File: src/rtl/word_fill_sequencer.sv
// Cache-block refill word sequencer: steps a one-hot word select through a block
// as memory beats arrive. Define WFS_CRIT_FIRST_EN for critical-word-first order.
module word_fill_sequencer #(
    parameter int OFFSET_W = 3
) (
    input  logic                     clk,
    input  logic                     rst_n,
    input  logic [OFFSET_W-1:0]      offset,
    input  logic                     fill_req,
    input  logic                     mem_valid,
    input  logic                     abort,
    output logic [(2**OFFSET_W)-1:0] word_en,
    output logic                     fill_we,
    output logic                     crit_word,
    output logic                     busy,
    output logic                     fill_done
);

    localparam int WORDS = 2 ** OFFSET_W;

    typedef enum logic [1:0] {
        IDLE = 2'd0,
        FILL = 2'd1,
        DONE = 2'd2
    } state_t;

    state_t                state_reg, state_next;
    logic [OFFSET_W-1:0]   ptr_reg, ptr_next;
    logic [OFFSET_W-1:0]   count_reg, count_next;
    logic [OFFSET_W-1:0]   req_off_reg, req_off_next;
    logic [OFFSET_W-1:0]   start_ptr;
    logic [WORDS-1:0]      offset_dec;
    logic [WORDS-1:0]      ptr_dec;
    logic                  beat;

    genvar gi;
    generate
        for (gi = 0; gi < WORDS; gi++) begin : g_dec
            assign offset_dec[gi] = (offset == OFFSET_W'(gi));
            assign ptr_dec[gi]    = (ptr_reg == OFFSET_W'(gi));
        end
    endgenerate

`ifdef WFS_CRIT_FIRST_EN
    // Critical-word-first: the requested word arrives on the first beat.
    assign start_ptr = offset;
`else
    assign start_ptr = '0;
`endif

    // Abort wins over a same-cycle memory beat, so no write happens.
    assign beat = (state_reg == FILL) && mem_valid && !abort;

    always_ff @(posedge clk or negedge rst_n) begin
        if (!rst_n) begin
            state_reg   <= IDLE;
            ptr_reg     <= '0;
            count_reg   <= '0;
            req_off_reg <= '0;
        end else begin
            state_reg   <= state_next;
            ptr_reg     <= ptr_next;
            count_reg   <= count_next;
            req_off_reg <= req_off_next;
        end
    end

    always_comb begin
        state_next   = state_reg;
        ptr_next     = ptr_reg;
        count_next   = count_reg;
        req_off_next = req_off_reg;
        case (state_reg)
            IDLE: begin
                if (fill_req) begin
                    state_next   = FILL;
                    req_off_next = offset;
                    ptr_next     = start_ptr;
                    count_next   = '0;
                end
            end
            FILL: begin
                if (abort) begin
                    state_next = IDLE;
                end else if (mem_valid) begin
                    ptr_next   = ptr_reg + 1'b1;
                    count_next = count_reg + 1'b1;
                    if (count_reg == OFFSET_W'(WORDS - 1)) begin
                        state_next = DONE;
                    end
                end
            end
            DONE: begin
                state_next = IDLE;
            end
            default: begin
                state_next = IDLE;
            end
        endcase
    end

    always_comb begin
        word_en   = '0;
        fill_we   = beat;
        crit_word = beat && (ptr_reg == req_off_reg);
        busy      = (state_reg != IDLE);
        fill_done = (state_reg == DONE);
        case (state_reg)
            IDLE:    word_en = offset_dec;
            FILL:    word_en = ptr_dec;
            default: word_en = '0;
        endcase
    end

endmodule

File: config.mk
export PLATFORM = sky130hd
export DESIGN_NAME = word_fill_sequencer
export DESIGN_NICKNAME = d
export VERILOG_FILES = /design/src/rtl/word_fill_sequencer.sv
export SDC_FILE = /design/constraint.sdc
export NUM_CORES = 1
export LEC_CHECK = 0
export ABC_AREA = 1
export BUFFER_PORTS_ARGS = -buffer_cell sky130_fd_sc_hd__buf_4
export CORE_MARGIN = 2
export CORE_UTILIZATION = 30
export DETAILED_ROUTE_END_ITERATION = 10
export PLACE_DENSITY = 0.53
export RECOVER_POWER = 100
export SYNTH_ARGS = -nofsm -noshare
export SYNTH_HDL_FRONTEND = slang
export SYNTH_SLANG_ARGS = --single-unit
File: constraint.sdc
create_clock -name clk -period 1.5 [get_ports clk]
set_input_delay 0.225 -clock clk [delete_from_list [all_inputs] [get_ports clk]]
set_output_delay 0.225 -clock clk [all_outputs]
set_load 0.03 [all_outputs]
==> results of run 1 <==
==> cells in the mapped netlist (all sizes together) <==
| master | count | area, sq um |
|---|---|---|
| a21oi | 1 | 5.00 |
| buf | 1 | 11.3 |
| dfrtp | 11 | 275 |
| ha | 4 | 50.1 |
| inv | 16 | 60.1 |
| nand2 | 38 | 150 |
| nand3 | 3 | 15.0 |
| nor2 | 18 | 67.6 |
| o21ai | 11 | 77.6 |
| xnor2 | 4 | 35.0 |
==> cells by family (layout without fill, tap and decap cells) <==
group / count (synthesis) / after routing / share of synthesized area, %
adder cells (fa/ha/maj): 4 / 4 / 6.70
AND/OR/NAND/NOR: 59 / 60 / 31.2
flip-flops: 11 / 11 / 36.9
AO/OA/AOI/OAI: 12 / 12 / 11.1
XOR/XNOR: 4 / 4 / 4.69
buffers and inverters: 17 / 46 / 9.55
==> critical path, cell delays in order, from the launching register on <==
cell and delay (ps):
dfrtp_1 410, buf_4 140, nor2_2 90, nand2_1 90
o21ai_1 80, inv_1 80, nor2_1 110, buf_4 160
==> per-stage QoR <==
stage          utilization, %  setup slack, ps
2_1_floorplan               -            -38.4
5_1_grt                  42.6             -273
4_1_cts                  42.9             -171
6_report                 42.6             -165
3_3_place_gp             38.6             43.5
3_5_place_dp             38.6             41.5
==> power breakdown <==
part / internal (W) / switching [W]
combinational: 0.000197 / 0.000283
sequential: 0.000346 / 0.0000665
clock: 0.0000989 / 0.000111
total: 0.000641 / 0.000460
==> how the worst max path moves through the flow <==
stage / end / slack [ps] / cells after the start
4_1_cts: word_en[4] / -170 / 6
2_1_floorplan: word_en[3] / -40 / 6
3_3_place_gp: crit_word / 40 / 6
6_report: word_en[3] / -170 / 7
5_1_grt: word_en[6] / -270 / 6
3_5_place_dp: crit_word / 40 / 6
==> metal layers <==
metal	vias up	share of wire (%)	wire, um
li1	388	-	-
met1	338	44	733
met2	9	52	871
met3	2	3.4	57
met4	0	0.36	6
met5	-	0	0
==> timing repair <==
| item | in CTS | in global routing |
|---|---|---|
| hold buffers | 1 | 0 |
| pin swaps | 9 | 4 |
| gates resized for setup | 14 | 0 |
| buffers inserted | 4 | 0 |
| setup endpoints to repair | 10 | 11 |
| cloned | 1 | 0 |
| hold endpoints to repair | 11 | 0 |
==> area by class of cell <==
type                    instances  area, sq um
well taps                      30         37.5
inverters                      16         60.1
clock buffers                   3         22.5
clock inverters                 1         5.00
multi-input cells              80          432
flip-flops and latches         11          279
fillers                       240         1380
repair buffers                 26          191
==> flow_metrics.tcl, run 1 <==
set metrics [dict create \
    routedWlPerCell_um 9.99 \
    core-area_sq_um 2410 \
    peakVddDrop_mv 0.718 \
    gp_congestion 0.782 \
    regToRegEndpoint "ptr_reg[1]" \
    nets 150 \
    dp.cells 157 \
    ys_types 14 \
    slew_violations 0 \
    finalNonFillerCells 167 \
    h-tree-depth 1 \
    r2r_start "state_reg[0]" \
    grt_max_degree 12 \
    cp-end-kind "output port" \
    slew_headroom_pct 58.5 \
    grt_remaining_overflow 0 \
    hp-start "mem_valid" \
    syn2layout_area_growth_pct 37.5 \
    drc 0 \
    drt_iter0_markers 14 \
    p_total_w 0.00110 \
    num_rows 18 \
    firstDrtPassIters 4 \
    arrival_ps 1440 \
    ys_seq_area_share_pct 36.9 \
    grt_busiest_layer "met2" \
    cts_sinks 11 \
    die_w_um 53.9 \
    startpoint_type "flip-flop" \
    violations "negative setup slack" \
    layout_commonest_cell "nand2_1" \
    vias 737 \
    finalSetupViolCount 10 \
    clk_path_buf_depth 2 \
    crit_fanout 3 \
    fin_area_sq_um 1030 \
    worstHoldPathType "input pin to flip-flop" \
    ioPinCount 20 \
    startpoint "state_reg[1]" \
    fin_worst_skew_ps 9.29 \
    finalCriticalPeriod_ps 1670 \
    r2r_setup_slack_ps 240 \
    die_area_sq_um 2910 \
    grt_util_met2_pct 23.8 \
    whs_endpoint "state_reg[1]" \
    grt.total_usage_pct 14.0 \
    use_met3_pct 5.83 \
    drive_gt1_share_pct 32.8 \
    hpwlAfterDp_um 1290 \
    synth_area_sq_um 747 \
    clk_latency_ps 280 \
    start_util_pct 31.0 \
    portBuffers 19 \
    cts_tree "built" \
    cts_buffers 3 \
    via_per_inst 4.41 \
    grt_pass1_vias 675 \
    fp.dieH_um 53.9 \
    post_dp_cell_area_sq_um 931 \
    leakagePower_nw 0.565 \
    synth_nets 119 \
    worst_hold_path.num_cells 3 \
    clock.fmax_mhz 601 \
    cap_viol_max_count 0 \
    antenna_found_initial 0 \
    status "finished, violations left" \
    power_density_nw_per_um2 1070 \
    diodes 0 \
    worst_pin_slew_ps 623 \
    wl_um 1670 \
    r2r_cells 6 \
    holdWs_ps 229 \
    met1_usage_pct 16.0 \
    avgSynthCellArea_sq_um 6.98 \
    yosysWarnings 0 \
    final_min_period_over_clock_period_pct 111 \
    layout_setup_ws_ps -165 \
    crit_type "flip-flop to output port" \
    grt_pass1_wl_um 2870 \
    ys_ff_latch 11 \
    rsz0062_at_grt "yes" \
    synth_cells 107 \
    required_ps 1270 \
    tns_ps -1280 \
    cts-root-buf "clkbuf_4" \
    layout_common_cells "35 x nand2_1, 23 x buf_4, 14 x inv_1, 14 x nor2_1, 8 x dfrtp_1" \
    path_clk_slew_ps 80 \
    hold_violations 0 \
    drtAntennaViolNets 0 \
]
Power figures use the tool's default switching activity.
==> inputs of run 2 (changes only) <==
MAX_ROUTING_LAYER = met4   (was not set)
RECOVER_POWER = 50   (was 100)
==> flow_metrics.tcl, run 2 (synthesized netlist as in run 1, its figures left out) <==
set metrics [dict create \
    die_area_sq_um 2910 \
    fin_util_pct 42.7 \
    switching_share_pct 41.6 \
    portBuffers 19 \
    via_per_inst 4.40 \
    routedWlPerCell_um 10.0 \
    crit_family "flip-flops" \
    r2r_setup_slack_ps 240 \
    crit_buf_inv 3 \
    grt_pass1_wl_um 2870 \
    cts-root-buf "clkbuf_4" \
    pwr-share-clk_pct 18.8 \
    die_w_um 53.9 \
    vias 734 \
    crit_fanout 3 \
    cap_viol_max_count 0 \
    worstHoldPathType "input pin to flip-flop" \
    crit_top_cell "buf_4" \
    num_rows 18 \
    drt_iter0_markers 15 \
    nets 150 \
    required_ps 1270 \
    netSwitchingPower_w 0.000457 \
    wl_um 1670 \
    seqCellArea_sq_um 279 \
    leakagePower_nw 0.565 \
    power_density_nw_per_um2 1070 \
    clk_latency_ps 270 \
    diodes 0 \
    cts_tree "built" \
    grt_max_degree 12 \
    clk_path_buf_depth 2 \
    syn2layout_area_growth_pct 37.9 \
    dp.cells 157 \
    slew_headroom_pct 58.9 \
    fin_worst_skew_ps 8.55 \
    antenna_found_initial 0 \
    ioPinCount 20 \
    clock.fmax_mhz 601 \
    finalNonFillerCells 167 \
    drc 0 \
    start_util_pct 31.0 \
    crit_type "flip-flop to output port" \
    internal-power_w 0.000641 \
    seq_power_share_pct 37.5 \
    h-tree-depth 1 \
    grt.total_usage_pct 14.4 \
    final_min_period_over_clock_period_pct 111 \
    rsz0062_at_grt "yes" \
    cts_buffers 3 \
    finalCriticalPeriod_ps 1660 \
    cts_sinks 11 \
    arrival_ps 1440 \
    drive_gt1_share_pct 32.8 \
    layout_common_cells "35 x nand2_1, 24 x buf_4, 14 x inv_1, 14 x nor2_1, 8 x dfrtp_1" \
    drtAntennaViolNets 0 \
    finalSetupViolCount 10 \
    slowest_stage "dfrtp_1" \
    grt_pass1_vias 676 \
    fillerInstances 239 \
    cpPeakStageDelay_ps 410 \
    status "finished, violations left" \
    grt_remaining_overflow 0 \
    gp_congestion 0.793 \
    peakVddDrop_mv 0.711 \
    core-area_sq_um 2410 \
    path_clk_slew_ps 80 \
    firstDrtPassIters 4 \
    startpoint_type "flip-flop" \
    hold_violations 0 \
    violations "negative setup slack" \
    worst_pin_slew_ps 617 \
    fp.dieH_um 53.9 \
    cp-end-kind "output port" \
    path_cells "buf_4 > nor2_2 > nand2_1 > o21ai_1 > inv_1 > nor2_1 > buf_4" \
    pwr-share-comb_pct 43.6 \
    multi_input_comb_area_sq_um 432 \
    hpwlAfterDp_um 1290 \
    layout_setup_ws_ps -163 \
    layout_commonest_cell "nand2_1" \
    slew_violations 0 \
]
==> run 2: area by class of cell <==
| class | instances | share of cell area [%] |
|---|---|---|
| Sequential cell | 11 | 27.1 |
| Timing Repair Buffer | 26 | 18.8 |
| Inverter | 16 | 5.83 |
| Clock inverter | 1 | 0.486 |
| Tap cell | 30 | 3.65 |
| Multi-Input combinational cell | 80 | 41.9 |
| Clock buffer | 3 | 2.19 |
==> run 2: final timing paths <==
kind | depth (start not counted) | end | start
setup / recovery | 7 | word_en[3] | state_reg[1]
hold / removal | 3 | state_reg[1] | mem_valid
setup reg to reg | 6 | ptr_reg[1] | state_reg[0]
hold reg to reg | 2 | count_reg[1] | count_reg[1]
max in group asynchronous | 2 | ptr_reg[0] | rst_n
min in group asynchronous | 2 | count_reg[2] | rst_n
==> run 2: power groups by stage <==
stage	clock network [W]	registers, W	logic (W)
3_5_place_dp	0	0.000408	0.000456
5_1_grt	0.000237	0.000418	0.000544
6_report	0.000207	0.000412	0.000479
3_3_place_gp	0	0.000407	0.000453
2_1_floorplan	0	0.000393	0.000327
4_1_cts	0.000215	0.000412	0.000488
==> run 2: repair_timing <==
| item | in CTS | in global routing |
|---|---|---|
| pin swaps | 9 | 4 |
| resized for setup | 14 | 0 |
| hold buffers | 1 | 0 |
| hold endpoints to repair | 11 | 0 |
| setup buffers | 4 | 0 |
| cloned | 1 | 0 |
| setup endpoints to repair | 10 | 11 |
==> run 2: worst reg2reg max path, cell delays in order, from the launching register on <==
cell and delay [ps]:
dfrtp_2 480, nor2_2 70, buf_4 140, nand2_1 80, nand3_1 210, nand2_1 120, nand2_1 60
==> run 2: through the flow <==
step	power, W	setup slack, ps	hold WS [ps]	TNS (ps)	area, sq um
finish	0.00110	-163	233	-1250	1030
global route	0.00120	-273	225	-2410	1030
CTS	0.00111	-171	213	-1430	1030
detailed placement	0.000863	41.5	72.4	0	931
global placement	0.000860	43.5	69.5	0	931
floorplan	0.000720	-38.4	-70.6	-256	747
==> run 2: routing by layer <==
layer / track usage (%) / wire length [um] / vias to the layer above
met2: 23.8 / 872 / 7
met1: 16.0 / 735 / 338
li1: - / - / 387
met3: 5.83 / 57 / 2
met5: - / 0 / -
met4: 3.42 / 6 / 0
